<file path="config.mk">
export PLATFORM = sky130hd
export DESIGN_NAME = mc_control_fsm_flat
export DESIGN_NICKNAME = d
export VERILOG_FILES = /design/src/rtl/mc_cpu_pkg.sv /design/src/rtl/mc_control_fsm_if.sv /design/src/rtl/mc_control_decode.sv /design/src/rtl/mc_control_fsm.sv /design/src/flat_wrapper.sv
export SDC_FILE = /design/constraint.sdc
export NUM_CORES = 1
export LEC_CHECK = 0
export CAP_MARGIN = 30
export CORE_MARGIN = 4
export CORE_UTILIZATION = 42
export CTS_BUF_LIST = sky130_fd_sc_hd__clkbuf_4
export DETAILED_ROUTE_END_ITERATION = 6
export GPL_ROUTABILITY_DRIVEN = 0
export PLACE_DENSITY = 0.78
export SLEW_MARGIN = 20
export SYNTH_ARGS = -nofsm -noshare
export SYNTH_HDL_FRONTEND = slang
export SYNTH_SLANG_ARGS = --single-unit
</file>
<file path="constraint.sdc">
create_clock -name clk -period 1.5 [get_ports clk]
set_input_delay 0.45 -clock clk [delete_from_list [all_inputs] [get_ports clk]]
set_output_delay 0.45 -clock clk [all_outputs]
set_load 0.005 [all_outputs]
</file>
<file path="src/rtl/mc_cpu_pkg.sv">
// Shared definitions for the multi-cycle MIPS CPU: state codes, opcodes,
// datapath mux encodings and the control word used by the main control unit.
package mc_cpu_pkg;

  typedef enum logic [3:0] {
    S_IF       = 4'd0,
    S_ID       = 4'd1,
    S_MEM_ADDR = 4'd2,
    S_MEM_RD   = 4'd3,
    S_MEM_WB   = 4'd4,
    S_MEM_WR   = 4'd5,
    S_R_EXEC   = 4'd6,
    S_R_WB     = 4'd7,
    S_BRANCH   = 4'd8,
    S_JUMP     = 4'd9,
    S_I_EXEC   = 4'd10,
    S_I_WB     = 4'd11
  } state_t;

  localparam logic [5:0] OP_RTYPE = 6'b000000;
  localparam logic [5:0] OP_LW    = 6'b100011;
  localparam logic [5:0] OP_SW    = 6'b101011;
  localparam logic [5:0] OP_BEQ   = 6'b000100;
  localparam logic [5:0] OP_BNE   = 6'b000101;
  localparam logic [5:0] OP_J     = 6'b000010;
  localparam logic [5:0] OP_ADDI  = 6'b001000;

  localparam logic [1:0] ALUOP_ADD   = 2'b00;
  localparam logic [1:0] ALUOP_SUB   = 2'b01;
  localparam logic [1:0] ALUOP_FUNCT = 2'b10;

  localparam logic [1:0] PCSRC_ALU    = 2'b00;
  localparam logic [1:0] PCSRC_ALUOUT = 2'b01;
  localparam logic [1:0] PCSRC_JUMP   = 2'b10;

  localparam logic [1:0] SRCB_B      = 2'b00;
  localparam logic [1:0] SRCB_FOUR   = 2'b01;
  localparam logic [1:0] SRCB_IMM    = 2'b10;
  localparam logic [1:0] SRCB_IMM_SH = 2'b11;

  typedef struct packed {
    logic       pc_write;
    logic       pc_write_cond;
    logic [1:0] pc_source;
    logic       iord;
    logic       mem_read;
    logic       mem_write;
    logic       ir_write;
    logic       reg_dst;
    logic       mem_to_reg;
    logic       reg_write;
    logic       alu_src_a;
    logic [1:0] alu_src_b;
    logic [1:0] alu_op;
  } ctrl_t;

endpackage

</file>
<file path="src/rtl/mc_control_fsm_if.sv">
// Control bus between the main control unit and the datapath it sequences.
interface mc_control_fsm_if #(
  parameter int OP_W = 6,
  parameter int ST_W = 4
);
  logic [OP_W-1:0] opcode;
  logic            zero;
  logic            PCWre;
  logic [1:0]      PCSource;
  logic            IorD;
  logic            MemRead;
  logic            MemWrite;
  logic            IRWrite;
  logic            RegDst;
  logic            MemtoReg;
  logic            RegWrite;
  logic            ALUSrcA;
  logic [1:0]      ALUSrcB;
  logic [1:0]      ALUOp;
  logic            illegal_op;
  logic [ST_W-1:0] state;

  modport master (
    input  opcode, zero,
    output PCWre, PCSource, IorD, MemRead, MemWrite, IRWrite, RegDst,
           MemtoReg, RegWrite, ALUSrcA, ALUSrcB, ALUOp, illegal_op, state
  );

  modport slave (
    output opcode, zero,
    input  PCWre, PCSource, IorD, MemRead, MemWrite, IRWrite, RegDst,
           MemtoReg, RegWrite, ALUSrcA, ALUSrcB, ALUOp, illegal_op, state
  );
endinterface

</file>
<file path="src/rtl/mc_control_decode.sv">
// Purely combinational Moore decode: current state to datapath control word.
module mc_control_decode
  import mc_cpu_pkg::*;
(
  input  state_t st,
  output ctrl_t  ctrl
);

  always_comb begin
    ctrl = '0;
    case (st)
      S_IF: begin
        ctrl.mem_read  = 1'b1;
        ctrl.ir_write  = 1'b1;
        ctrl.alu_src_b = SRCB_FOUR;
        ctrl.alu_op    = ALUOP_ADD;
        ctrl.pc_source = PCSRC_ALU;
        ctrl.pc_write  = 1'b1;
      end
      S_ID: begin
        ctrl.alu_src_b = SRCB_IMM_SH;
        ctrl.alu_op    = ALUOP_ADD;
      end
      S_MEM_ADDR, S_I_EXEC: begin
        ctrl.alu_src_a = 1'b1;
        ctrl.alu_src_b = SRCB_IMM;
        ctrl.alu_op    = ALUOP_ADD;
      end
      S_MEM_RD: begin
        ctrl.mem_read = 1'b1;
        ctrl.iord     = 1'b1;
      end
      S_MEM_WB: begin
        ctrl.reg_write  = 1'b1;
        ctrl.mem_to_reg = 1'b1;
      end
      S_MEM_WR: begin
        ctrl.mem_write = 1'b1;
        ctrl.iord      = 1'b1;
      end
      S_R_EXEC: begin
        ctrl.alu_src_a = 1'b1;
        ctrl.alu_src_b = SRCB_B;
        ctrl.alu_op    = ALUOP_FUNCT;
      end
      S_R_WB: begin
        ctrl.reg_write = 1'b1;
        ctrl.reg_dst   = 1'b1;
      end
      S_BRANCH: begin
        ctrl.alu_src_a     = 1'b1;
        ctrl.alu_src_b     = SRCB_B;
        ctrl.alu_op        = ALUOP_SUB;
        ctrl.pc_source     = PCSRC_ALUOUT;
        ctrl.pc_write_cond = 1'b1;
      end
      S_JUMP: begin
        ctrl.pc_source = PCSRC_JUMP;
        ctrl.pc_write  = 1'b1;
      end
      S_I_WB: begin
        ctrl.reg_write = 1'b1;
      end
      default: ;
    endcase
  end

endmodule

</file>
<file path="src/rtl/mc_control_fsm.sv">
// Main control unit of the multi-cycle MIPS CPU: state register, opcode latch,
// next-state dispatch and PC write-enable gating.
module mc_control_fsm
  import mc_cpu_pkg::*;
#(
  parameter int OP_W = 6,
  parameter int ST_W = 4
) (
  input logic              clk,
  input logic              rst,
  mc_control_fsm_if.master bus
);

  state_t          state_q, state_d, dec_state;
  logic [OP_W-1:0] op_q;
  logic            illegal;
  logic            branch_taken;
  ctrl_t           ctrl;

  always_ff @(posedge clk) begin
    if (rst) begin
      state_q <= S_IF;
      op_q    <= '0;
    end else begin
      state_q <= state_d;
      if (state_q == S_ID) op_q <= bus.opcode;
    end
  end

  always_comb begin
    state_d = S_IF;
    illegal = 1'b0;
    case (state_q)
      S_IF: state_d = S_ID;
      S_ID: begin
        case (bus.opcode)
          OP_LW, OP_SW:   state_d = S_MEM_ADDR;
          OP_RTYPE:       state_d = S_R_EXEC;
          OP_BEQ, OP_BNE: state_d = S_BRANCH;
          OP_J:           state_d = S_JUMP;
          OP_ADDI:        state_d = S_I_EXEC;
          default: begin
            state_d = S_IF;
            illegal = 1'b1;
          end
        endcase
      end
      S_MEM_ADDR: state_d = (op_q == OP_LW) ? S_MEM_RD : S_MEM_WR;
      S_MEM_RD:   state_d = S_MEM_WB;
      S_R_EXEC:   state_d = S_R_WB;
      S_I_EXEC:   state_d = S_I_WB;
      default:    state_d = S_IF;
    endcase
  end

  // In reset the selects show their IF values while every enable is masked off.
  assign dec_state = rst ? S_IF : state_q;

  mc_control_decode u_decode (
    .st   (dec_state),
    .ctrl (ctrl)
  );

  assign branch_taken = (op_q == OP_BNE) ? ~bus.zero : bus.zero;

  always_comb begin
    bus.PCWre      = ~rst & (ctrl.pc_write | (ctrl.pc_write_cond & branch_taken));
    bus.PCSource   = ctrl.pc_source;
    bus.IorD       = ctrl.iord;
    bus.MemRead    = ~rst & ctrl.mem_read;
    bus.MemWrite   = ~rst & ctrl.mem_write;
    bus.IRWrite    = ~rst & ctrl.ir_write;
    bus.RegDst     = ctrl.reg_dst;
    bus.MemtoReg   = ctrl.mem_to_reg;
    bus.RegWrite   = ~rst & ctrl.reg_write;
    bus.ALUSrcA    = ctrl.alu_src_a;
    bus.ALUSrcB    = ctrl.alu_src_b;
    bus.ALUOp      = ctrl.alu_op;
    bus.illegal_op = ~rst & illegal;
    bus.state      = ST_W'(state_q);
  end

endmodule

</file>
<file path="src/flat_wrapper.sv">
// flat-port wrapper written by rule: the top's interface ports become plain ports
module mc_control_fsm_flat import mc_cpu_pkg::*;
#(
  parameter int OP_W = 6,
  parameter int ST_W = 4
)
  (clk, rst, bus_opcode, bus_zero, bus_PCWre, bus_PCSource, bus_IorD, bus_MemRead, bus_MemWrite, bus_IRWrite, bus_RegDst, bus_MemtoReg, bus_RegWrite, bus_ALUSrcA, bus_ALUSrcB, bus_ALUOp, bus_illegal_op, bus_state);
  mc_control_fsm_if #(.OP_W(OP_W), .ST_W(ST_W)) bus_i ();
  input logic clk;
  input logic rst;
  input wire logic [$bits(bus_i.opcode)-1:0] bus_opcode;
  input wire logic [$bits(bus_i.zero)-1:0] bus_zero;
  output wire logic [$bits(bus_i.PCWre)-1:0] bus_PCWre;
  output wire logic [$bits(bus_i.PCSource)-1:0] bus_PCSource;
  output wire logic [$bits(bus_i.IorD)-1:0] bus_IorD;
  output wire logic [$bits(bus_i.MemRead)-1:0] bus_MemRead;
  output wire logic [$bits(bus_i.MemWrite)-1:0] bus_MemWrite;
  output wire logic [$bits(bus_i.IRWrite)-1:0] bus_IRWrite;
  output wire logic [$bits(bus_i.RegDst)-1:0] bus_RegDst;
  output wire logic [$bits(bus_i.MemtoReg)-1:0] bus_MemtoReg;
  output wire logic [$bits(bus_i.RegWrite)-1:0] bus_RegWrite;
  output wire logic [$bits(bus_i.ALUSrcA)-1:0] bus_ALUSrcA;
  output wire logic [$bits(bus_i.ALUSrcB)-1:0] bus_ALUSrcB;
  output wire logic [$bits(bus_i.ALUOp)-1:0] bus_ALUOp;
  output wire logic [$bits(bus_i.illegal_op)-1:0] bus_illegal_op;
  output wire logic [$bits(bus_i.state)-1:0] bus_state;
  assign bus_i.opcode = bus_opcode;
  assign bus_i.zero = bus_zero;
  assign bus_PCWre = bus_i.PCWre;
  assign bus_PCSource = bus_i.PCSource;
  assign bus_IorD = bus_i.IorD;
  assign bus_MemRead = bus_i.MemRead;
  assign bus_MemWrite = bus_i.MemWrite;
  assign bus_IRWrite = bus_i.IRWrite;
  assign bus_RegDst = bus_i.RegDst;
  assign bus_MemtoReg = bus_i.MemtoReg;
  assign bus_RegWrite = bus_i.RegWrite;
  assign bus_ALUSrcA = bus_i.ALUSrcA;
  assign bus_ALUSrcB = bus_i.ALUSrcB;
  assign bus_ALUOp = bus_i.ALUOp;
  assign bus_illegal_op = bus_i.illegal_op;
  assign bus_state = bus_i.state;
  mc_control_fsm #(.OP_W(OP_W), .ST_W(ST_W)) u_core (.clk(clk), .rst(rst), .bus(bus_i));
endmodule
</file>
==> results summary, run 1 <==
Yosys attributes the largest share of cell area to sky130_fd_sc_hd__dfxtp_1 (24%), sky130_fd_sc_hd__nor2_1 (7.7%), sky130_fd_sc_hd__mux2i_1 (7.2%). The number of distinct library cell variants in the gate-level netlist after synthesis is 41. The hold buffer count at cts came out at 0. The tool reported: "[ERROR DPL-0038] Utilization greater than 100%, impossible to legalize". The maximum number of pins on one net before global-route repair came out at 9.

The mean area per synthesized cell came out at 7.91 sq um. The count of buffers from port buffering came out at 28. The maximum number of buffers from clock root to sink is 2. In the synthesized netlist the dominant register cell turns out to be sky130_fd_sc_hd__dfxtp_1. The number of levels in the clock H-tree is 1. The row count came out at 15. The count of state elements after synthesis came out at 10. The count of flip-flops with a built-in enable after synthesis came out at 0. The global-route repair_timing pass left the worst setup endpoint at bus_MemtoReg. The flow stopped in 5_1_grt. The boundary pin count is 29.

The number of sinks on the clock net is 10. The largest total area in the synthesized netlist belongs to sky130_fd_sc_hd__dfxtp_1. The flow did not finish. The area fraction of the dominant cell type after synthesis came out at 24.1%. The sequential element share of the synthesized area is around a quarter.

The initial core utilization is a little under half. In this run, CTS created clock tree buffers numbering 3. The estimated wirelength of the detail-placed design came out at around 2200 um. The cell area after synthesis is slightly above 800 sq um. The async set or reset register ratio after synthesis is 0%.

The number of nets in the synthesized netlist came out at roughly 110. The tree is rooted in a sky130_fd_sc_hd__clkbuf_4. The vertical die dimension came out at 52.5 um. The post-synthesis cell count is 105. The Yosys warning count is 0.

After the last repair the worst path ends at a top-level output. The die width is 52.5 um.
cell usage after synthesis, types with 2 or more instances:
| library cell | count |
|---|---|
| sky130_fd_sc_hd__nor2_1 | 17 |
| sky130_fd_sc_hd__and2_1 | 2 |
| sky130_fd_sc_hd__xor2_1 | 2 |
| sky130_fd_sc_hd__mux2i_1 | 6 |
| sky130_fd_sc_hd__nor3b_1 | 4 |
| sky130_fd_sc_hd__nand4_1 | 3 |
| sky130_fd_sc_hd__nor2b_1 | 2 |
| sky130_fd_sc_hd__nor3_1 | 8 |
| sky130_fd_sc_hd__nand2b_1 | 4 |
| sky130_fd_sc_hd__and3_1 | 2 |
| sky130_fd_sc_hd__nand2_1 | 2 |
| sky130_fd_sc_hd__inv_1 | 3 |
| sky130_fd_sc_hd__buf_6 | 2 |
| sky130_fd_sc_hd__buf_2 | 4 |
| sky130_fd_sc_hd__a21oi_1 | 2 |
| sky130_fd_sc_hd__o21ai_0 | 4 |
| sky130_fd_sc_hd__dfxtp_1 | 10 |
| sky130_fd_sc_hd__a2111oi_0 | 2 |
| sky130_fd_sc_hd__nand3b_1 | 2 |
| sky130_fd_sc_hd__clkbuf_1 | 3 |
stage by stage:
stage / area, sq um / std cells / util, % / setup WS, ns / hold slack, ns
CTS: 1700 / 212 / 94.2 / -0.369 / 0.555
detailed placement: 1400 / 186 / 77.7 / -0.988 / 0.494
global placement: 1400 / 186 / 77.7 / -0.936 / 0.480
floorplan: 867 / 105 / - / -0.000247 / 0.452
repair_timing:
item,4_1_cts
endpoints found under the setup margin,30
gates resized for setup,155
setup buffers,24
pin swaps,23
endpoints found under the hold margin,0
cloned,0
cells by family after synthesis:
family	count (synthesis)	synth area share [%]
buffers and inverters	12	7.83
adders and majority gates	1	1.20
muxes	6	7.23
DFF	10	24.1
xor gates and xnor gates	3	3.16
and+or+nand+nor	56	41.6
AOI/OAI and AO/OA	17	14.9
==> run 2: changes to the inputs <==
--- a/config.mk
+++ b/config.mk
@@ -6,12 +6,11 @@
 export NUM_CORES = 1
 export LEC_CHECK = 0
 export CAP_MARGIN = 30
-export CORE_MARGIN = 4
-export CORE_UTILIZATION = 42
-export CTS_BUF_LIST = sky130_fd_sc_hd__clkbuf_4
+export CORE_AREA = 4 4 65 67
 export DETAILED_ROUTE_END_ITERATION = 6
+export DIE_AREA = 0 0 69 71
 export GPL_ROUTABILITY_DRIVEN = 0
-export PLACE_DENSITY = 0.78
+export PLACE_DENSITY_LB_ADDON = 0.15
 export SLEW_MARGIN = 20
 export SYNTH_ARGS = -nofsm -noshare
 export SYNTH_HDL_FRONTEND = slang
==> constraint.sdc (replaced) <==
create_clock -name clk -period 1.95 [get_ports clk]
set_input_delay 0.585 -clock clk [delete_from_list [all_inputs] [get_ports clk]]
set_output_delay 0.585 -clock clk [all_outputs]
set_load 0.005 [all_outputs]
==> run 2 against run 1 <==
The flow now finishes, with violations (setup timing). Synthesized area is the same. Synthesized cell count is the same.
==> results summary, run 2 <==
The number of nets with antenna violations after routing came out at 0. Counting flops per register, the top entry is u_core.op_q. The number of cells on the worst hold path is 2.

From synthesis to final layout, the design area changed by 105%. The TritonCTS buffer count came out at 3 (unchanged). The area fraction of the dominant cell type after synthesis is 24.1% (unchanged).

Setup repair after global routing could not meet its margin everywhere. The top fanout value on the critical path came out at 8. The worst-case setup margin in the final layout came out at -0.0238 ns.

The worst hold path startpoint is u_core.op_q[0]. The run finished, with violations left. The maximum number of buffers from clock root to sink was 2 (unchanged). The cell area after synthesis came out at 831 sq um (unchanged).

Sorting the synthesized cells by how often they occur yields sky130_fd_sc_hd__nor2_1 (17), sky130_fd_sc_hd__dfxtp_1 (10), sky130_fd_sc_hd__nor3_1 (8). In this run the critical register-to-register path is captured at u_core.bus.state[2]. The routed wirelength normalized by instance count is 13.0 um. VDD sags by at most approximately 0.37 mV. The share of the core filled with cells came out at 46.8%.

The sequential element share of the synthesized area is 24.1% (unchanged). The row count is 22 (+7). The launch point of the worst reg-to-reg path is u_core.bus.state[0].

The multiplexer area fraction after synthesis came to 7.23% (unchanged). The detailed router placed 1040 vias in this run. The required arrival time at the worst endpoint came out at 1.36 ns. The via density per instance came out at 4.56. After clock tree synthesis, the clock-pin slew on the worst setup and hold paths is 0.05 ns.

The aggregate routed wire length is between 2000 and 3000 um. The initial antenna violation count is 0. The capture endpoint of the worst hold path is u_core.op_q[0].

The flip-flop count of the largest register, all copies and words added is 6. The transition time at the pin with the least slew margin came out at 0.451 ns. The post-synthesis cell count came to 105 (unchanged). sky130_fd_sc_hd__nor2_1 is the most common cell in the netlist.

The leakage dissipation came out at between 0.7 and 0.8 nW. The total power divided by cell area is 413 nW/um^2. The first-pass GRT wire length came out at 5080 um.

The tree is rooted in a sky130_fd_sc_hd__clkbuf_8. The mean area per synthesized cell is 7.91 sq um (unchanged). The Yosys warning count came out at 0 (unchanged). The post-placement setup slack came out at -0.803 ns (+0.186 ns).

By area, the combinational part of the netlist is dominated by simple AND/OR/NAND/NOR gates. The fraction of the mapped netlist area in simple logic gates was 41.6% (unchanged). The final critical path takes up 101% of the cycle. The final non-filler cell area is roughly 1700 sq um. After the first detailed-routing iteration, the DRC count stood at 40.

The share of the synthesized area in compound gates (AO/OA/AOI/OAI) is 14.9% (unchanged). The final max-slew violation count came out at 0. The number of cells on the worst reg-to-reg path is 6.

The number of nets in the synthesized netlist is 114 (unchanged). The leftover overflow at the end of global routing came out at 0. The most common cell after layout, fill and taps aside is sky130_fd_sc_hd__buf_4. The die width came out at 69 um (+31%). Data on the critical path arrives at its endpoint at approximately 1.4 ns. The count of buffers from port buffering is 28 (unchanged).

The number of levels in the clock H-tree was 1 (unchanged). In this run the worst hold path is classified as register to register. The initial core utilization is 22.9% (-23 points). The count of flip-flops with a built-in enable after synthesis came out at 0 (unchanged).

By startpoint and endpoint, the worst setup path is classified as register to output pin. The fmax came out at 507 MHz. The count of state elements after synthesis came out at 10 (unchanged). In the routed design, unresolved DRC markers number 0. The vertical die dimension is 71 um (+35%). The maximum number of pins on one net before global-route repair came out at 11. The total negative setup slack came out at -0.0695 ns.

The count of endpoints failing hold in the final timing report is 0. The estimated wirelength of the detail-placed design came out at 2210 um (+1.5%). Global routing consumed, over all layers together, 12.6% of the routing resources.

The reg2reg setup slack came out at 0.36 ns. The async set or reset register ratio after synthesis is 0% (unchanged). The checks that failed: setup timing. The library cells used most frequently in the layout, excluding fill and tap cells, are sky130_fd_sc_hd__buf_4 (42), sky130_fd_sc_hd__buf_2 (15), sky130_fd_sc_hd__nor2_1 (11), sky130_fd_sc_hd__buf_6 (10), sky130_fd_sc_hd__mux2i_1 (6). The die area came out at 4900 sq um. The clock latency reported for the late side of the worst-skew pair is 0.25 ns. The post-route netlist has 59.4% of its cells at a drive strength greater than 1.

The filler cells instantiated in the layout total 382. The number of distinct library cell variants in the gate-level netlist after synthesis is 41 (unchanged). The core footprint came out at 3630 sq um. The via count of the first global-routing pass is roughly 1100.

Among all flip-flop cells after synthesis, the most frequent one is sky130_fd_sc_hd__dfxtp_1. The share of synthesized cell area in full adder, half adder and majority cells is 1.20% (unchanged). The number of sinks on the clock net is 10 (unchanged). The final setup violation count came out at 4. The worst pin sits at a relative slew slack of 69.5%. The worst setup path is captured at an output pin. The synthesized-area fraction occupied by xor and xnor cells came to 3.16% (unchanged).

The cell total after placement came out at 215 (+16%). The clock skew after layout is around 0.0026 ns. TritonCTS built the clock tree. In the post-synthesis netlist, the biggest area contributors are sky130_fd_sc_hd__dfxtp_1 (24%), sky130_fd_sc_hd__nor2_1 (7.7%), sky130_fd_sc_hd__mux2i_1 (7.2%).

Of all cell types, the one taking the most synthesized area is sky130_fd_sc_hd__dfxtp_1. The number of optimization iterations in the first detailed-route pass is 4. The total cell area at the placement stage is 1440 sq um (+2.9%). The minimum clock period after layout came out at 1.97 ns. The hold buffer count at cts came out at 0 (unchanged). The launching element type of the critical path is a register.

The reported max-cap violation count came out at 0. The number of nets in the layout is 190. The boundary pin count is 29 (unchanged).

The antenna cell count came out at 0. The number of cells in the finished layout apart from fillers is 228.
-- run 2: cell counts after synthesis --
Identical to the previous run, type by type.
-- run 2: routing by layer --
metal | wire length (um) | vias to the layer above | global-route usage (%)
met1 | 1300 | 476 | 14.5
met2 | 1480 | 28 | 22.1
met4 | 56 | 0 | 5.86
li1 | - | 531 | -
met5 | 0 | - | 0
met3 | 133 | 5 | 2.70
-- run 2: worst max-delay path: stages (launching register included) --
cell and delay, ns:
sky130_fd_sc_hd__dfxtp_4 0.35, sky130_fd_sc_hd__buf_6 0.13, sky130_fd_sc_hd__or2b_1 0.24, sky130_fd_sc_hd__buf_6 0.13
sky130_fd_sc_hd__o21ai_1 0.05, sky130_fd_sc_hd__and2_1 0.13, sky130_fd_sc_hd__buf_2 0.11
-- run 2: final cells by class --
class                           count  area [sq um]  share of cell area (%)
Clock buffer                        4          55.1                    3.24
Tap cell                           48          60.1                    3.53
Inverter                            3          11.3                   0.662
Timing Repair Buffer               80           632                    37.2
Sequential cell                    10           214                    12.6
Multi-Input combinational cell     83           728                    42.8
-- run 2: worst max-delay path by stage --
stage | startpoint | endpoint | slack (ns) | cells after the start
floorplan | rst | bus_ALUSrcB[0] | 0.08 | 3
global placement | rst | bus_MemtoReg | -0.75 | 4
detailed placement | rst | bus_illegal_op | -0.80 | 5
CTS | u_core.bus.state[1] | bus_PCSource[1] | -0.22 | 4
global route | u_core.bus.state[0] | bus_RegWrite | -0.10 | 6
finish | u_core.bus.state[0] | bus_ALUSrcB[1] | -0.02 | 6
-- run 2: what timing repair did --
item                                   in CTS  in global routing
endpoints found under the hold margin       0                  0
gates resized for setup                   108                 25
pin swaps                                  16                  9
buffers inserted                            5                  6
gates cloned                                0                  0
setup endpoints to repair                  17                 14
-- run 2: stage by stage --
stage          total power, mW  hold slack [ns]
3_3_place_gp             0.407            0.469
6_report                 0.703            0.493
5_1_grt                  0.743            0.552
2_1_floorplan            0.300            0.452
4_1_cts                  0.702            0.498
3_5_place_dp             0.410            0.487
-- run 2: cell families (layout without fill, tap and decap cells) --
logic type / Yosys count / in the layout
fa+ha+maj: 1 / 1
xor+xnor: 3 / 3
simple gates: 56 / 56
mux: 6 / 6
compound gates: 17 / 17
flops: 10 / 10
buf+inv: 12 / 87
-- run 2: report_power, final --
group          switching [mW]  total, mW  internal [mW]
logic                  0.0921      0.209          0.117
registers             0.00964      0.224          0.215
clock network          0.0917      0.270          0.178
total                   0.193      0.703          0.510
Note: power is estimated with default switching activity, not from simulation.
